==> config.mk <==
export PLATFORM = sky130hd
export DESIGN_NAME = wb_gpio_bank_flat
export DESIGN_NICKNAME = d
export VERILOG_FILES = /design/src/rtl/wb_gpio_bank_if.sv /design/src/rtl/wb_gpio_bank.sv /design/src/flat_wrapper.sv
export SDC_FILE = /design/constraint.sdc
export NUM_CORES = 1
export LEC_CHECK = 0
export BUFFER_PORTS_ARGS = -buffer_cell sky130_fd_sc_hd__clkbuf_2
export CAP_MARGIN = 15
export CORE_MARGIN = 8
export CORE_UTILIZATION = 40
export DETAILED_ROUTE_END_ITERATION = 12
export PLACE_DENSITY_LB_ADDON = 0.05
export SYNTH_ARGS = -nofsm -noshare
export SYNTH_HDL_FRONTEND = slang
export SYNTH_SLANG_ARGS = --single-unit
==> constraint.sdc <==
create_clock -name i_clk -period 4 [get_ports i_clk]
set_clock_uncertainty 0.05 [all_clocks]
set_input_delay 0.4 -clock i_clk [delete_from_list [all_inputs] [get_ports i_clk]]
set_output_delay 0.4 -clock i_clk [all_outputs]
set_load 0.03 [all_outputs]
==> src/rtl/wb_gpio_bank_if.sv <==
// Pipelined Wishbone slave bus bundle for wb_gpio_bank.
// Signal names keep the i_/o_ prefixes as seen from the slave.
interface wb_gpio_bank_if;
    logic        i_wb_cyc;
    logic        i_wb_stb;
    logic        i_wb_we;
    logic [29:0] i_wb_addr;
    logic [31:0] i_wb_data;
    logic [3:0]  i_wb_sel;
    logic        o_wb_ack;
    logic        o_wb_stall;
    logic [31:0] o_wb_data;

    modport master (
        output i_wb_cyc, i_wb_stb, i_wb_we, i_wb_addr, i_wb_data, i_wb_sel,
        input  o_wb_ack, o_wb_stall, o_wb_data
    );

    modport slave (
        input  i_wb_cyc, i_wb_stb, i_wb_we, i_wb_addr, i_wb_data, i_wb_sel,
        output o_wb_ack, o_wb_stall, o_wb_data
    );
endinterface

==> src/rtl/wb_gpio_bank.sv <==
// Wishbone GPIO bank: LED output register with set/clear aliases, debounced
// switch inputs with sticky edge status and a level interrupt.
module wb_gpio_bank #(
    parameter int NUM_LEDS        = 16,
    parameter int NUM_SW          = 16,
    parameter int DEBOUNCE_CYCLES = 16
) (
    input  logic                i_clk,
    input  logic                i_reset,
    wb_gpio_bank_if.slave       wb,
    input  logic [NUM_SW-1:0]   i_switches,
    output logic [NUM_LEDS-1:0] o_leds,
    output logic                o_irq
);

    typedef enum logic [2:0] {
        ADDR_LED_OUT   = 3'd0,
        ADDR_LED_SET   = 3'd1,
        ADDR_LED_CLR   = 3'd2,
        ADDR_SW_IN     = 3'd3,
        ADDR_EDGE_STAT = 3'd4,
        ADDR_IRQ_EN    = 3'd5,
        ADDR_RSVD6     = 3'd6,
        ADDR_RSVD7     = 3'd7
    } reg_addr_e;

    localparam int CW = $clog2(DEBOUNCE_CYCLES + 1);
    localparam logic [CW-1:0] CNT_MAX  = CW'(DEBOUNCE_CYCLES);
    localparam logic [CW-1:0] CNT_LOAD = CW'(DEBOUNCE_CYCLES - 1);

    logic                ack_q,    ack_d;
    logic [31:0]         rdata_q,  rdata_d;
    logic [NUM_LEDS-1:0] led_q,    led_d;
    logic [NUM_SW-1:0]   irq_en_q, irq_en_d;
    logic [NUM_SW-1:0]   edge_q,   edge_d;
    logic [NUM_SW-1:0]   sw_in_q,  sw_in_d;
    logic [NUM_SW-1:0]   sync1_q,  sync1_d;
    logic [NUM_SW-1:0]   sync2_q,  sync2_d;
    logic [CW-1:0]       cnt_q,    cnt_d;
    logic                irq_q,    irq_d;

    logic                accept;
    logic                wr;
    reg_addr_e           addr;
    logic [31:0]         lane_mask;
    logic [31:0]         wbits;
    logic [NUM_SW-1:0]   w1c;
    logic [NUM_SW-1:0]   edge_set;
    logic                sw_changed;
    logic                sw_load;
    logic [31:0]         rd_mux;
    logic                unused_bits;

    always_comb begin
        accept    = wb.i_wb_cyc & wb.i_wb_stb;
        wr        = accept & wb.i_wb_we;
        addr      = reg_addr_e'(wb.i_wb_addr[2:0]);
        lane_mask = {{8{wb.i_wb_sel[3]}}, {8{wb.i_wb_sel[2]}},
                     {8{wb.i_wb_sel[1]}}, {8{wb.i_wb_sel[0]}}};
        wbits     = wb.i_wb_data & lane_mask;

        led_d    = led_q;
        irq_en_d = irq_en_q;
        w1c      = '0;
        if (wr) begin
            case (addr)
                ADDR_LED_OUT:   led_d = (led_q & ~lane_mask[NUM_LEDS-1:0]) | wbits[NUM_LEDS-1:0];
                ADDR_LED_SET:   led_d = led_q | wbits[NUM_LEDS-1:0];
                ADDR_LED_CLR:   led_d = led_q & ~wbits[NUM_LEDS-1:0];
                ADDR_EDGE_STAT: w1c   = wbits[NUM_SW-1:0];
                ADDR_IRQ_EN:    irq_en_d = (irq_en_q & ~lane_mask[NUM_SW-1:0]) | wbits[NUM_SW-1:0];
                default:        ;
            endcase
        end

        // Counter restarts on the same edge the synchroniser output moves,
        // so a clean step reaches SW_IN 2 + DEBOUNCE_CYCLES edges later.
        sync1_d    = i_switches;
        sync2_d    = sync1_q;
        sw_changed = (sync2_d != sync2_q);
        if (sw_changed)          cnt_d = '0;
        else if (cnt_q != CNT_MAX) cnt_d = cnt_q + 1'b1;
        else                     cnt_d = cnt_q;
        sw_load  = !sw_changed && (cnt_q == CNT_LOAD);
        sw_in_d  = sw_load ? sync2_q : sw_in_q;
        edge_set = sw_in_d ^ sw_in_q;
        edge_d   = (edge_q & ~w1c) | edge_set;

        irq_d = |(edge_q & irq_en_q);

        case (addr)
            ADDR_LED_OUT, ADDR_LED_SET, ADDR_LED_CLR: rd_mux = 32'(led_q);
            ADDR_SW_IN:     rd_mux = 32'(sw_in_q);
            ADDR_EDGE_STAT: rd_mux = 32'(edge_q);
            ADDR_IRQ_EN:    rd_mux = 32'(irq_en_q);
            default:        rd_mux = '0;
        endcase
        ack_d   = accept;
        rdata_d = accept ? rd_mux : '0;
    end

    always_ff @(posedge i_clk) begin
        if (i_reset) begin
            ack_q    <= 1'b0;
            rdata_q  <= '0;
            led_q    <= '0;
            irq_en_q <= '0;
            edge_q   <= '0;
            sw_in_q  <= '0;
            sync1_q  <= '0;
            sync2_q  <= '0;
            cnt_q    <= '0;
            irq_q    <= 1'b0;
        end else begin
            ack_q    <= ack_d;
            rdata_q  <= rdata_d;
            led_q    <= led_d;
            irq_en_q <= irq_en_d;
            edge_q   <= edge_d;
            sw_in_q  <= sw_in_d;
            sync1_q  <= sync1_d;
            sync2_q  <= sync2_d;
            cnt_q    <= cnt_d;
            irq_q    <= irq_d;
        end
    end

    // Dropping cyc in the ack cycle abandons the response.
    assign wb.o_wb_ack   = ack_q & wb.i_wb_cyc;
    assign wb.o_wb_data  = (ack_q & wb.i_wb_cyc) ? rdata_q : '0;
    assign wb.o_wb_stall = 1'b0;
    assign o_leds        = led_q;
    assign o_irq         = irq_q;

    assign unused_bits = ^{wb.i_wb_addr[29:3], lane_mask, wbits};

endmodule

==> src/flat_wrapper.sv <==
// flat-port wrapper written by rule: the top's interface ports become plain ports
module wb_gpio_bank_flat 
#(
    parameter int NUM_LEDS        = 16,
    parameter int NUM_SW          = 16,
    parameter int DEBOUNCE_CYCLES = 16
)
  (i_clk, i_reset, i_switches, o_leds, o_irq, wb_i_wb_cyc, wb_i_wb_stb, wb_i_wb_we, wb_i_wb_addr, wb_i_wb_data, wb_i_wb_sel, wb_o_wb_ack, wb_o_wb_stall, wb_o_wb_data);
  wb_gpio_bank_if wb_i ();
  input  logic i_clk;
  input  logic i_reset;
  input  logic [NUM_SW-1:0] i_switches;
  output logic [NUM_LEDS-1:0] o_leds;
  output logic o_irq;
  input wire logic [$bits(wb_i.i_wb_cyc)-1:0] wb_i_wb_cyc;
  input wire logic [$bits(wb_i.i_wb_stb)-1:0] wb_i_wb_stb;
  input wire logic [$bits(wb_i.i_wb_we)-1:0] wb_i_wb_we;
  input wire logic [$bits(wb_i.i_wb_addr)-1:0] wb_i_wb_addr;
  input wire logic [$bits(wb_i.i_wb_data)-1:0] wb_i_wb_data;
  input wire logic [$bits(wb_i.i_wb_sel)-1:0] wb_i_wb_sel;
  output wire logic [$bits(wb_i.o_wb_ack)-1:0] wb_o_wb_ack;
  output wire logic [$bits(wb_i.o_wb_stall)-1:0] wb_o_wb_stall;
  output wire logic [$bits(wb_i.o_wb_data)-1:0] wb_o_wb_data;
  assign wb_i.i_wb_cyc = wb_i_wb_cyc;
  assign wb_i.i_wb_stb = wb_i_wb_stb;
  assign wb_i.i_wb_we = wb_i_wb_we;
  assign wb_i.i_wb_addr = wb_i_wb_addr;
  assign wb_i.i_wb_data = wb_i_wb_data;
  assign wb_i.i_wb_sel = wb_i_wb_sel;
  assign wb_o_wb_ack = wb_i.o_wb_ack;
  assign wb_o_wb_stall = wb_i.o_wb_stall;
  assign wb_o_wb_data = wb_i.o_wb_data;
  wb_gpio_bank #(.NUM_LEDS(NUM_LEDS), .NUM_SW(NUM_SW), .DEBOUNCE_CYCLES(DEBOUNCE_CYCLES)) u_core (.i_clk(i_clk), .i_reset(i_reset), .wb(wb_i), .i_switches(i_switches), .o_leds(o_leds), .o_irq(o_irq));
endmodule
# After elaboration in Yosys (flattened, before gate mapping)

Cells that the tools add are included.

$add $sub $neg: 1
Equality and inequality tests: 8
Muxes and demuxes: 6
Bitwise gates (word level): 18
Reduce and logical (&&, ||, !) cells: 10

Operators with widths:

| cell                                                            | number |
|---|---|
| 16-bit AND                                                      | 6 |
| 16-bit OR                                                       | 4 |
| 16-bit one-hot mux with 4 select lines                          | 1 |
| 16-bit 2-to-1 mux                                               | 3 |
| 16-bit inverter                                                 | 3 |
| 16-bit one-hot mux with 3 select lines                          | 1 |
| 32-bit 2-to-1 mux                                               | 1 |
| 16-bit != test                                                  | 1 |
| 16-bit OR reduction                                             | 1 |
| 16-bit XOR                                                      | 1 |
| 3-bit by 2-bit == test with 1-bit output, second input constant | 2 |
| 3-bit == test, second input constant                            | 2 |
| 5-bit by 1-bit adder with 5-bit output, second input constant   | 1 |
| 5-bit by 4-bit == test with 1-bit output, second input constant | 1 |
| 5-bit != test, second input constant                            | 1 |
| 2-bit AND reduction                                             | 2 |
| 2-bit OR reduction                                              | 2 |
| 1-bit AND                                                       | 3 |
| 3-bit by 1-bit == test with 1-bit output, second input constant | 1 |
| 3-bit zero test                                                 | 1 |
| 3-bit nonzero test                                              | 1 |
| 3-bit OR reduction                                              | 1 |
| 1-bit logical AND                                               | 1 |
| 1-bit zero test                                                 | 1 |
| 1-bit inverter                                                  | 1 |

Register bits after elaboration: 135
Output and inout port bits: 51
Word-level logic and storage cells: 53

# Depth between registers and ports, before layout

Depth in word-level cells: 6
Depth in mapped cells: 8

# Worst setup path before layout

Ideal clock, no wire load.

Kind: input to register
From: input wb_i_wb_addr[1]
To: register u_core.edge_q[0]
Data arrival time: 1.671 ns
Required time: 3.833 ns
Slack: 2.162 ns
Stages: 7
Cells stage by stage: buf_2 -> nor3b_2 -> and2b_1 -> and2_1 -> buf_2 -> nand2_1 -> a32o_1

Word-level cells in the longest chain between the ends: 6

Ends and longest elaborated chain:

| what                   | line                | RTL |
|---|---|---|
| start: declaration     | flat_wrapper.sv:18  | `input wire logic [$bits(wb_i.i_wb_addr)-1:0] wb_i_wb_addr;` |
| 3-bit == test          | wb_gpio_bank.sv:66  | `case (addr)` |
| 16-bit 2-to-1 mux      | wb_gpio_bank.sv:66  |  |
| 16-bit 2-to-1 mux      | wb_gpio_bank.sv:65  | `if (wr) begin` |
| 16-bit inverter        | wb_gpio_bank.sv:87  | `edge_d = (edge_q & ~w1c) \| edge_set;` |
| 16-bit AND             | wb_gpio_bank.sv:87  |  |
| 16-bit OR              | wb_gpio_bank.sv:87  |  |
| end signal: assignment | wb_gpio_bank.sv:119 | `edge_q <= edge_d;` |
| end: declaration       | wb_gpio_bank.sv:35  | `logic [NUM_SW-1:0] edge_q, edge_d;` |

Every way passes these cells.
A chain may end at the register's enable or synchronous reset.

# Worst setup path in the final report

From: register u_core.sync2_q[2]
To: register u_core.sw_in_q[2]

Word-level cells in the longest chain between the ends: 4

Ends and longest elaborated chain:

| what                     | line                | RTL |
|---|---|---|
| start: declaration       | wb_gpio_bank.sv:38  | `logic [NUM_SW-1:0] sync2_q, sync2_d;` |
| start signal: assignment | wb_gpio_bank.sv:122 | `sync2_q <= sync2_d;` |
| 16-bit != test           | wb_gpio_bank.sv:80  | `sw_changed = (sync2_d != sync2_q);` |
| 1-bit zero test          | wb_gpio_bank.sv:84  | `sw_load = !sw_changed && (cnt_q == CNT_LOAD);` |
| 1-bit logical AND        | wb_gpio_bank.sv:84  |  |
| 16-bit 2-to-1 mux *      | wb_gpio_bank.sv:85  | `sw_in_d = sw_load ? sync2_q : sw_in_q;` |
| end signal: assignment   | wb_gpio_bank.sv:120 | `sw_in_q <= sw_in_d;` |
| end: declaration         | wb_gpio_bank.sv:36  | `logic [NUM_SW-1:0] sw_in_q, sw_in_d;` |

Mark *: on every way between the ends. The rest lies on a longest branch, timed or not.

==> flow_summary.yaml <==
status:
  status: "completed"
timing:
  slew_violations: 0
  rsz0062_at_grt: "no"
  slew_headroom_pct: 43.2
  min_period_ns: 2.44
  report.final.hold_viol_count: 0
  tns_ns: 0
  setup_viol: 0
  max_freq_ghz: 0.410
  holdWs_ns: 0.145
  tightest_slew_ns: 0.840
  finalCritPeriodShare_pct: 61.0
detailed_routing:
  firstDrtPassIters: 8
  antenna_left: 0
  drc: 0
  wl_mm: 13.7
  routedWlPerCell_um: 17.1
  via_count: 4254
  drt_iter0_drc: 385
  viasPerCell: 5.30
floorplan:
  die_h_um: 128
  core_area_um2: 12500
  fp.dieW_um: 128
  initial_core_util_pct: 40.5
  rows: 41
  dieArea_um2: 16500
  pin_count: 138
setup_path:
  arrival_ns: 2.74
  worstPathBufferInverterCount: 1
  cp_max_fo: 16
  critPathSlowestCell: "nor4_4"
  endpoint_kind: "register"
  path_cells: "xnor2_1 > nand4_1 > nor4_4 > buf_4 > and2_1 > a31o_2"
  crit_path_start_kind: "register"
  crit_family: "simple AND/OR/NAND/NOR gates"
  critPathMaxStageDelay_ns: 0.56
  critical_path_class: "register to register"
  worstPathRequired_ns: 4.30
cts:
  clkLatencyLatePin_ns: 0.41
  cts_buffer_depth: 2
  cts.clk_slew.worst_paths_ns: 0.05
  numCtsBuffers: 17
  cts_hold_buf: 0
  clock_sinks: 119
  cts_root_buf: "clkbuf_16"
  cts_setup_buffers: 0
  cts_max_level: 4
  cts_resized: 0
  cts_tree: "built"
final_layout:
  fin_area_um2: 6080
  drive_gt1_share_pct: 19.2
  final_nets: 708
  num_antenna_cells: 0
  finish.utilization_pct: 48.8
  num-fill-cells: 1244
  area_delta_synth_final_pct: 20.4
synth:
  synth.area.top_cells: "dfxtp_1, a21oi_1, a22oi_1, nand2_1, nor2b_1"
  synth_seq_cells: 119
  synth.most_common_cell: "dfxtp_1"
  ys_types: 39
  synth-edff-count: 0
  netlist_instances: 558
  synth_common_cells: "dfxtp_1, a21oi_1, nand2_1"
  synthArstFlopShare_pct: 0
  synth_top_area_share_pct: 47.2
  syn-cell-area_um2: 5050
  netlist.top_cell.by_area: "dfxtp_1"
  synth_warnings: 0
  synthFlopType: "dfxtp_1"
  seq_area_frac_synth_pct: 47.2
  avgSynthCellArea_um2: 9.05
placed_design:
  dp_hpwl_mm: 9.90
  portBuffers: 75
  gp_congestion: 0.831
  dpl_cell_area_um2: 5440
global_routing:
  grt_pass1_wl_mm: 21.7
  first_global_vias: 4030
  grt.overflow.total: 0
  antenna_found_initial: 0
  grt_usage_pct: 17.0
  grt_max_degree: 66
pwr:
  p_leak_nw: 2.40
  irDropWorstVdd_mv: 0.264
  finalPower_mw: 2.99
  p_per_area_nw_per_um2: 493
flow_run:
  maxCapViolations: 0
min_path:
  min_path_type: "primary input to register"
-- stage by stage --
| stage | std cells | setup slack, ns |
|---|---|---|
| floorplan | 574 | 2.16 |
| global placement | 771 | 1.47 |
| detailed placement | 771 | 1.47 |
| CTS | 803 | 1.50 |
| global route | 803 | 1.33 |
| finish | 803 | 1.56 |
-- area by class of cell --
cell class	count	area (um^2)	area share (%)
flip-flops and latches	119	2380	39.2
repair buffers	82	428	7.04
inverters	6	22.5	0.371
multi-input cells	392	2390	39.4
clock inverters	8	143	2.35
clock buffers	24	492	8.09
well taps	172	215	3.54
-- power by group --
group / internal [mW] / switching, mW / leakage (nW)
logic: 0.0497 / 0.110 / 1.13
registers: 1.20 / 0.0160 / 0.966
clock network: 1.10 / 0.509 / 0.310
total: 2.36 / 0.635 / 2.40
-- logic make-up (layout without fill, tap and decap cells) --
family,count (synthesis),after routing,share of synthesized area (%)
compound gates,173,173,22.2
simple gates,162,162,16.8
flops,119,119,47.2
buf+inv,63,120,6.57
xor+xnor,36,36,6.25
fa+ha+maj,3,3,0.744
other cells,1,17,0.0743
mux,1,1,0.198
-- layout by cell type, fill, tap and decap left out, drive strengths merged --
master    instances
nand2            63
ha                3
conb             17
xor2             18
clkbuf           99
inv               6
a21boi            2
and3b             1
nor3              2
bufinv            4
nor4b             1
clkinv            3
a32o             16
o21ai            16
a31o             16
nand2b            1
nor3b             1
and3             21
dfxtp           119
and2b             1
and4              1
nor4              1
nand4             4
nor2              3
a22o              3
a21oi            82
a221oi            3
buf               7
clkinvlp          1
nand3            24
nor2b            32
a22oi            34
and2              6
xnor2            18
mux2i             1
a31oi             1
-- routing by layer --
layer	vias to the layer above	share of wire [%]	global-route usage, %
met5	-	0	0
li1	2078	-	-
met1	1988	45	22.1
met4	0	1.6	6.92
met2	167	45	26.4
met3	21	7.5	4.39
-- path summary, 6_finish.rpt --
check	start	endpoint	slack [ns]	cells past startpoint
max	u_core.sync2_q[2]$_SDFF_PP0_	u_core.sw_in_q[2]$_SDFF_PP0_	1.56	6
min	i_switches[14]	u_core.sync1_q[14]$_SDFF_PP0_	0.15	2
max reg2reg	u_core.sync2_q[2]$_SDFF_PP0_	u_core.sw_in_q[2]$_SDFF_PP0_	1.56	6
min reg2reg	u_core.sync1_q[0]$_SDFF_PP0_	u_core.sync2_q[0]$_SDFF_PP0_	0.43	1
No activity file was read; power rests on OpenSTA's default activity.
